### src/rtl/iommu_ip_ctrl_pkg.sv
// Shared definitions for the IOMMU interrupt-pending controller: ipsr layout,
// vector count and a vector decode helper.
package iommu_pkg;

    localparam int unsigned N_VEC = 16;
    localparam int unsigned VEC_W = $clog2(N_VEC);

    localparam int unsigned IPSR_CIP  = 0;
    localparam int unsigned IPSR_FIP  = 1;
    localparam int unsigned IPSR_PMIP = 2;

    // Field order places cip in bit 0 so the struct overlays ipsr directly.
    typedef struct packed {
        logic pmip;
        logic fip;
        logic cip;
    } ipsr_t;

    function automatic logic [N_VEC-1:0] vec_decode(input logic hit, input logic [VEC_W-1:0] vec);
        logic [N_VEC-1:0] onehot;
        onehot = '0;
        for (int unsigned v = 0; v < N_VEC; v++) begin
            if (hit && (vec == VEC_W'(v))) begin
                onehot[v] = 1'b1;
            end
        end
        return onehot;
    endfunction

endpackage

### src/rtl/iommu_ip_ctrl_if.sv
// Status/ipsr/vector bundle between the CSR block and the interrupt-pending
// controller; wsi lines exist only when IOMMU_WSI_EN is defined.
interface iommu_ip_ctrl_if;
    import iommu_pkg::*;

    logic             cq_ie;
    logic             cq_fence_w_ip;
    logic             cq_cmd_ill;
    logic             cq_cmd_to;
    logic             cq_mf;
    logic             fq_ie;
    logic             fq_of;
    logic             fq_mf;
    logic             pm_ovf;
    logic             ipsr_we;
    logic [2:0]       ipsr_wdata;
    logic [VEC_W-1:0] civ;
    logic [VEC_W-1:0] fiv;
    logic [VEC_W-1:0] pmiv;
    logic             wsi_en;
    logic             cip;
    logic             fip;
    logic             pmip;
    logic             msi_ig_en;
`ifdef IOMMU_WSI_EN
    logic [N_VEC-1:0] wsi;
`endif

    modport master (
        output cq_ie, cq_fence_w_ip, cq_cmd_ill, cq_cmd_to, cq_mf,
        output fq_ie, fq_of, fq_mf, pm_ovf, ipsr_we, ipsr_wdata,
        output civ, fiv, pmiv, wsi_en,
`ifdef IOMMU_WSI_EN
        input  wsi,
`endif
        input  cip, fip, pmip, msi_ig_en
    );

    modport slave (
        input  cq_ie, cq_fence_w_ip, cq_cmd_ill, cq_cmd_to, cq_mf,
        input  fq_ie, fq_of, fq_mf, pm_ovf, ipsr_we, ipsr_wdata,
        input  civ, fiv, pmiv, wsi_en,
`ifdef IOMMU_WSI_EN
        output wsi,
`endif
        output cip, fip, pmip, msi_ig_en
    );

endinterface

### src/rtl/iommu_ip_ctrl_bit.sv
// One ipsr pending bit: rising-edge (or raw pulse) set, W1C clear, set wins
// over clear, asynchronous active-low reset.
module iommu_ip_bit #(
    parameter bit PULSE_MODE = 1'b0
) (
    input  logic clk_i,
    input  logic rst_ni,
    input  logic set_i,
    input  logic clr_i,
    output logic pend_o
);

    logic set_evt;
    logic pend_d;
    logic pend_q;

    generate
        if (PULSE_MODE) begin : g_pulse
            assign set_evt = set_i;
        end else begin : g_edge
            // History resets to 0, so a condition already high out of reset is an edge.
            logic hist_q;
            always_ff @(posedge clk_i or negedge rst_ni) begin
                if (!rst_ni) begin
                    hist_q <= 1'b0;
                end else begin
                    hist_q <= set_i;
                end
            end
            assign set_evt = set_i & ~hist_q;
        end
    endgenerate

    always_comb begin
        pend_d = pend_q;
        if (clr_i) begin
            pend_d = 1'b0;
        end
        if (set_evt) begin
            pend_d = 1'b1;
        end
    end

    always_ff @(posedge clk_i or negedge rst_ni) begin
        if (!rst_ni) begin
            pend_q <= 1'b0;
        end else begin
            pend_q <= pend_d;
        end
    end

    assign pend_o = pend_q;

endmodule

### src/rtl/iommu_ip_ctrl.sv
// IOMMU interrupt-pending controller: CQ/FQ/HPM conditions -> ipsr cip/fip/pmip,
// MSI enable to the generator. Optional wired interrupts under IOMMU_WSI_EN.
module iommu_ip_ctrl
    import iommu_pkg::*;
(
    input  logic             clk_i,
    input  logic             rst_ni,
    iommu_ip_ctrl_if.slave   ip_if
);

    logic  cq_cond;
    logic  fq_cond;
    ipsr_t clr;
    ipsr_t pend;

    assign cq_cond = ip_if.cq_ie & (ip_if.cq_fence_w_ip | ip_if.cq_cmd_ill |
                                    ip_if.cq_cmd_to | ip_if.cq_mf);
    assign fq_cond = ip_if.fq_ie & (ip_if.fq_of | ip_if.fq_mf);
    assign clr     = ip_if.ipsr_we ? ipsr_t'(ip_if.ipsr_wdata) : ipsr_t'('0);

    iommu_ip_bit #(.PULSE_MODE(1'b0)) u_cip (
        .clk_i  (clk_i),
        .rst_ni (rst_ni),
        .set_i  (cq_cond),
        .clr_i  (clr.cip),
        .pend_o (pend.cip)
    );

    iommu_ip_bit #(.PULSE_MODE(1'b0)) u_fip (
        .clk_i  (clk_i),
        .rst_ni (rst_ni),
        .set_i  (fq_cond),
        .clr_i  (clr.fip),
        .pend_o (pend.fip)
    );

    iommu_ip_bit #(.PULSE_MODE(1'b1)) u_pmip (
        .clk_i  (clk_i),
        .rst_ni (rst_ni),
        .set_i  (ip_if.pm_ovf),
        .clr_i  (clr.pmip),
        .pend_o (pend.pmip)
    );

    assign ip_if.cip  = pend.cip;
    assign ip_if.fip  = pend.fip;
    assign ip_if.pmip = pend.pmip;

`ifdef IOMMU_WSI_EN
    logic [N_VEC-1:0] wsi_d;
    logic [N_VEC-1:0] wsi_q;

    always_comb begin
        wsi_d = '0;
        if (ip_if.wsi_en) begin
            wsi_d = vec_decode(pend.cip,  ip_if.civ) |
                    vec_decode(pend.fip,  ip_if.fiv) |
                    vec_decode(pend.pmip, ip_if.pmiv);
        end
    end

    always_ff @(posedge clk_i or negedge rst_ni) begin
        if (!rst_ni) begin
            wsi_q <= '0;
        end else begin
            wsi_q <= wsi_d;
        end
    end

    assign ip_if.wsi       = wsi_q;
    assign ip_if.msi_ig_en = ~ip_if.wsi_en;
`else
    // Without wired interrupts MSI is the only delivery path.
    logic unused_wsi;
    assign unused_wsi      = ip_if.wsi_en ^ (^ip_if.civ) ^ (^ip_if.fiv) ^ (^ip_if.pmiv);
    assign ip_if.msi_ig_en = 1'b1;
`endif

endmodule
### src/flat_wrapper.sv
// flat-port wrapper written by rule: the top's interface ports become plain ports
module iommu_ip_ctrl_flat import iommu_pkg::*;
  (clk_i, rst_ni, ip_if_cq_ie, ip_if_cq_fence_w_ip, ip_if_cq_cmd_ill, ip_if_cq_cmd_to, ip_if_cq_mf, ip_if_fq_ie, ip_if_fq_of, ip_if_fq_mf, ip_if_pm_ovf, ip_if_ipsr_we, ip_if_ipsr_wdata, ip_if_civ, ip_if_fiv, ip_if_pmiv, ip_if_wsi_en, ip_if_cip, ip_if_fip, ip_if_pmip, ip_if_msi_ig_en);
  iommu_ip_ctrl_if ip_if_i ();
  input  logic clk_i;
  input  logic rst_ni;
  input wire logic [$bits(ip_if_i.cq_ie)-1:0] ip_if_cq_ie;
  input wire logic [$bits(ip_if_i.cq_fence_w_ip)-1:0] ip_if_cq_fence_w_ip;
  input wire logic [$bits(ip_if_i.cq_cmd_ill)-1:0] ip_if_cq_cmd_ill;
  input wire logic [$bits(ip_if_i.cq_cmd_to)-1:0] ip_if_cq_cmd_to;
  input wire logic [$bits(ip_if_i.cq_mf)-1:0] ip_if_cq_mf;
  input wire logic [$bits(ip_if_i.fq_ie)-1:0] ip_if_fq_ie;
  input wire logic [$bits(ip_if_i.fq_of)-1:0] ip_if_fq_of;
  input wire logic [$bits(ip_if_i.fq_mf)-1:0] ip_if_fq_mf;
  input wire logic [$bits(ip_if_i.pm_ovf)-1:0] ip_if_pm_ovf;
  input wire logic [$bits(ip_if_i.ipsr_we)-1:0] ip_if_ipsr_we;
  input wire logic [$bits(ip_if_i.ipsr_wdata)-1:0] ip_if_ipsr_wdata;
  input wire logic [$bits(ip_if_i.civ)-1:0] ip_if_civ;
  input wire logic [$bits(ip_if_i.fiv)-1:0] ip_if_fiv;
  input wire logic [$bits(ip_if_i.pmiv)-1:0] ip_if_pmiv;
  input wire logic [$bits(ip_if_i.wsi_en)-1:0] ip_if_wsi_en;
  output wire logic [$bits(ip_if_i.cip)-1:0] ip_if_cip;
  output wire logic [$bits(ip_if_i.fip)-1:0] ip_if_fip;
  output wire logic [$bits(ip_if_i.pmip)-1:0] ip_if_pmip;
  output wire logic [$bits(ip_if_i.msi_ig_en)-1:0] ip_if_msi_ig_en;
  assign ip_if_i.cq_ie = ip_if_cq_ie;
  assign ip_if_i.cq_fence_w_ip = ip_if_cq_fence_w_ip;
  assign ip_if_i.cq_cmd_ill = ip_if_cq_cmd_ill;
  assign ip_if_i.cq_cmd_to = ip_if_cq_cmd_to;
  assign ip_if_i.cq_mf = ip_if_cq_mf;
  assign ip_if_i.fq_ie = ip_if_fq_ie;
  assign ip_if_i.fq_of = ip_if_fq_of;
  assign ip_if_i.fq_mf = ip_if_fq_mf;
  assign ip_if_i.pm_ovf = ip_if_pm_ovf;
  assign ip_if_i.ipsr_we = ip_if_ipsr_we;
  assign ip_if_i.ipsr_wdata = ip_if_ipsr_wdata;
  assign ip_if_i.civ = ip_if_civ;
  assign ip_if_i.fiv = ip_if_fiv;
  assign ip_if_i.pmiv = ip_if_pmiv;
  assign ip_if_i.wsi_en = ip_if_wsi_en;
  assign ip_if_cip = ip_if_i.cip;
  assign ip_if_fip = ip_if_i.fip;
  assign ip_if_pmip = ip_if_i.pmip;
  assign ip_if_msi_ig_en = ip_if_i.msi_ig_en;
  iommu_ip_ctrl u_core (.clk_i(clk_i), .rst_ni(rst_ni), .ip_if(ip_if_i));
endmodule
### config.mk
export PLATFORM = sky130hd
export DESIGN_NAME = iommu_ip_ctrl_flat
export DESIGN_NICKNAME = d
export VERILOG_FILES = /design/src/rtl/iommu_ip_ctrl_pkg.sv /design/src/rtl/iommu_ip_ctrl_if.sv /design/src/rtl/iommu_ip_ctrl_bit.sv /design/src/rtl/iommu_ip_ctrl.sv /design/src/flat_wrapper.sv
export SDC_FILE = /design/constraint.sdc
export NUM_CORES = 1
export LEC_CHECK = 0
export ABC_CLOCK_PERIOD_IN_PS = 1100
export BUFFER_PORTS_ARGS = -buffer_cell sky130_fd_sc_hd__buf_2
export CAP_MARGIN = 30
export CORE_AREA = 5 5 42 44
export CTS_CLUSTER_DIAMETER = 40
export DETAILED_ROUTE_END_ITERATION = 7
export DIE_AREA = 0 0 47 49
export PLACE_DENSITY_LB_ADDON = 0.05
export SLEW_MARGIN = 10
export SYNTH_ARGS = -nofsm -noshare
export SYNTH_HDL_FRONTEND = slang
export SYNTH_SLANG_ARGS = --single-unit
### constraint.sdc
create_clock -name clk_i -period 1.1 [get_ports clk_i]
set_clock_uncertainty 0.2 [all_clocks]
set_input_delay 0.22 -clock clk_i [delete_from_list [all_inputs] [get_ports clk_i]]
set_output_delay 0.22 -clock clk_i [all_outputs]
set_load 0.01 [all_outputs]
==> flow_metrics.env <==
export IMPL_sw_frac_of_total_pct=22.41
export IMPL_drive_above_1_share_pct=52.50
export IMPL_firstDrtPassIters=1
export IMPL_path_clk_slew_ns=0.04
export IMPL_grt_pass1_wl_microns=828
export IMPL_ant_nets=0
export IMPL_yosysSeqAreaShare_pct=62.89
export IMPL_power_switching_mw=0.1121
export IMPL_cp_required_ns=0.68
export IMPL_fin_ws_ns=-0.07308
export IMPL_wl_microns=544
export IMPL_violations="setup timing"
export IMPL_htreeDepth=1
export IMPL_status="complete, but fails checks"
export IMPL_vias_per_cell=3.643
export IMPL_gr_total_overflow=0
export IMPL_period_minus_slack_ns=1.173
export IMPL_grt_antenna_before_repair=0
export IMPL_startpoint_type="flop"
export IMPL_grt_pass1_vias=219
export IMPL_routedWlPerCell_microns=9.714
export IMPL_layout_nets=69
export IMPL_crit_chain="buf_2"
export IMPL_cp_depth=1
export IMPL_hpwl_microns=443.9
export IMPL_combPwrFrac_pct=16.7
export IMPL_p_per_area_nw_per_um2=1418
export IMPL_crit_type="flop to primary output"
export IMPL_coreArea_sq_um=1401
export IMPL_r2r_cells=2
export IMPL_max_freq_mhz=852.5
export IMPL_clock_path_buffers=2
export IMPL_synth_seq_cells=5
export IMPL_seq_power_share_pct=41.6
export IMPL_die_width_microns=47
export IMPL_drtIter0Drc=0
export IMPL_worstPathArrival_ns=0.75
export IMPL_gp_congestion=0.6134
export IMPL_clockRootBuffer="clkbuf_4"
export IMPL_cts_tree="built"
export IMPL_setup_violations=3
export IMPL_min_path_type="input pin to flop"
export IMPL_initial_utilization_pct=14.20
export IMPL_cts_resized_gates=0
export IMPL_rows=14
export IMPL_drc=0
export IMPL_power_leakage_nw=0.1870
export IMPL_ios=32
export IMPL_cp_end_kind="primary output"
export IMPL_max_cap_violations=0
export IMPL_path_delay_family="flip-flops"
export IMPL_syn_area_sq_um=198.9
export IMPL_slowest_delay_ns=0.37
export IMPL_hold_path_depth=2
export IMPL_ys_warn_count=0
export IMPL_slowest_stage="dfrtp_1"
export IMPL_hold_worst_slack_ns=0.02255
export IMPL_die_h_microns=49
export IMPL_grt_max_degree=6
export IMPL_port_buffers=17
export IMPL_syn_inst=17
export IMPL_placed_area_sq_um=304.0
export IMPL_area_growth_pct=77.36
export IMPL_numCtsBuffers=3
export IMPL_path_buf_inv=1
export IMPL_cts_sinks=5
export IMPL_clkPwrFrac_pct=41.7
export IMPL_fin_crit_sh_pct=106.6
export IMPL_nFillCells=166
export IMPL_grtUsageTotal_pct=5.308
export IMPL_clk_latency_ns=0.24
export IMPL_p_int_mw=0.3884
export IMPL_stdcell_area_sq_um=352.8
export IMPL_die_area_sq_um=2303
export IMPL_avgSynthCellArea_sq_um=11.70
export IMPL_slew_viol_final=0
export IMPL_dr_total_vias=204
export IMPL_path_max_fanout=2
export IMPL_synth_nets=45
export IMPL_vdd_ir_drop_max_v=0.0004801
export IMPL_rsz0062_at_grt="true"
export IMPL_antenna_cells=0
export IMPL_synth_distinct_cells=9
export IMPL_finalHoldViolations=0
## cells in the final DEF, fill, tap and decap left out
cell            n
inv_1           2
dfrtp_1         5
clkbuf_4        3
clkbuf_1        1
buf_2          16
a22o_1          2
o41a_1          1
buf_4           2
a21o_1          1
dlygate4sd3_1   2
o21a_1          1
nand2_1         3
conb_1          1
## final cells by class
| type | count | area, sq um | share of cell area (%) |
|---|---|---|---|
| Sequential cell | 5 | 125.1 | 35.46 |
| Timing Repair Buffer | 20 | 115.1 | 32.62 |
| Multi-Input combinational cell | 9 | 58.81 | 16.67 |
| Clock buffer | 4 | 26.28 | 7.447 |
| Tap cell | 16 | 20.02 | 5.674 |
| Inverter | 2 | 7.507 | 2.128 |
## repair_timing
action / CTS / global route
gates cloned: 0 / 0
setup endpoints to repair: 3 / 4
endpoints found under the hold margin: 6 / 0
hold buffers: 2 / 0
setup buffers: 1 / 0
## registers in the layout, summed over array words and instances (netlist names)
register and cells:
u_core.u_cip.pend_o 1, u_core.u_cip.g_edge.hist_q 1, u_core.u_pmip.pend_o 1, u_core.u_fip.g_edge.hist_q 1, u_core.u_fip.pend_o 1
## path summary, 6_finish.rpt
path | start | end | slack [ns]
min in group asynchronous | rst_ni | u_core.u_fip.g_edge.hist_q | 0.12
max in group asynchronous | rst_ni | u_core.u_pmip.pend_o | 0.44
worst max-delay path | u_core.u_fip.pend_o | ip_if_fip | -0.07
worst min-delay path | ip_if_fq_of | u_core.u_fip.g_edge.hist_q | 0.02
worst max register to register | u_core.u_cip.pend_o | u_core.u_cip.pend_o | 0.10
worst min register to register | u_core.u_pmip.pend_o | u_core.u_pmip.pend_o | 0.27
## kinds of logic after synthesis
logic type | Yosys count | share of synthesized area [%]
AND/OR/NAND/NOR | 3 | 5.660
other | 1 | 1.885
buffers and inverters | 3 | 7.550
AO/OA/AOI/OAI | 5 | 22.02
flip-flops | 5 | 62.89
## metal layers
| layer | routed length, microns | vias to the layer above | share of wire [%] | global-route usage (%) |
|---|---|---|---|---|
| li1 | - | 101 | - | - |
| met1 | 200 | 90 | 37 | 5.134 |
| met2 | 263 | 13 | 48 | 7.692 |
| met3 | 79 | 0 | 15 | 3.321 |
| met4 | 0 | 0 | 0 | 4.147 |
| met5 | 0 | - | 0 | 0 |
## power groups by stage
| stage | clock (mW) | combinational [mW] | sequential (mW) |
|---|---|---|---|
| final | 0.209 | 0.0836 | 0.208 |
| after global routing | 0.225 | 0.0924 | 0.211 |
| after CTS | 0.221 | 0.0867 | 0.208 |
| after detailed placement | 0 | 0.0737 | 0.211 |
| after global placement | 0 | 0.0732 | 0.210 |
| after floorplan | 0 | 0.0231 | 0.217 |
## synth_stat cells, drive strengths merged
cell type / number / area (sq um)
a21o: 1 / 7.510
a22o: 2 / 17.52
buf: 1 / 7.510
conb: 1 / 3.750
dfrtp: 5 / 125.1
inv: 2 / 7.510
nand2: 3 / 11.26
o21a: 1 / 7.510
o41a: 1 / 11.26
## per-stage QoR
step	util, %	cells	setup slack, ns	power, mW	setup TNS (ns)
2_1_floorplan	-	17	-0.04976	0.2400	-0.04976
5_1_grt	25.18	56	-0.1051	0.5289	-0.2971
3_5_place_dp	21.70	50	-0.1778	0.2846	-0.2740
3_3_place_gp	21.70	50	-0.1800	0.2837	-0.2773
6_report	25.18	56	-0.07308	0.5005	-0.1933
4_1_cts	25.54	57	-0.08925	0.5160	-0.2391
(Power assumes the default switching activity.)
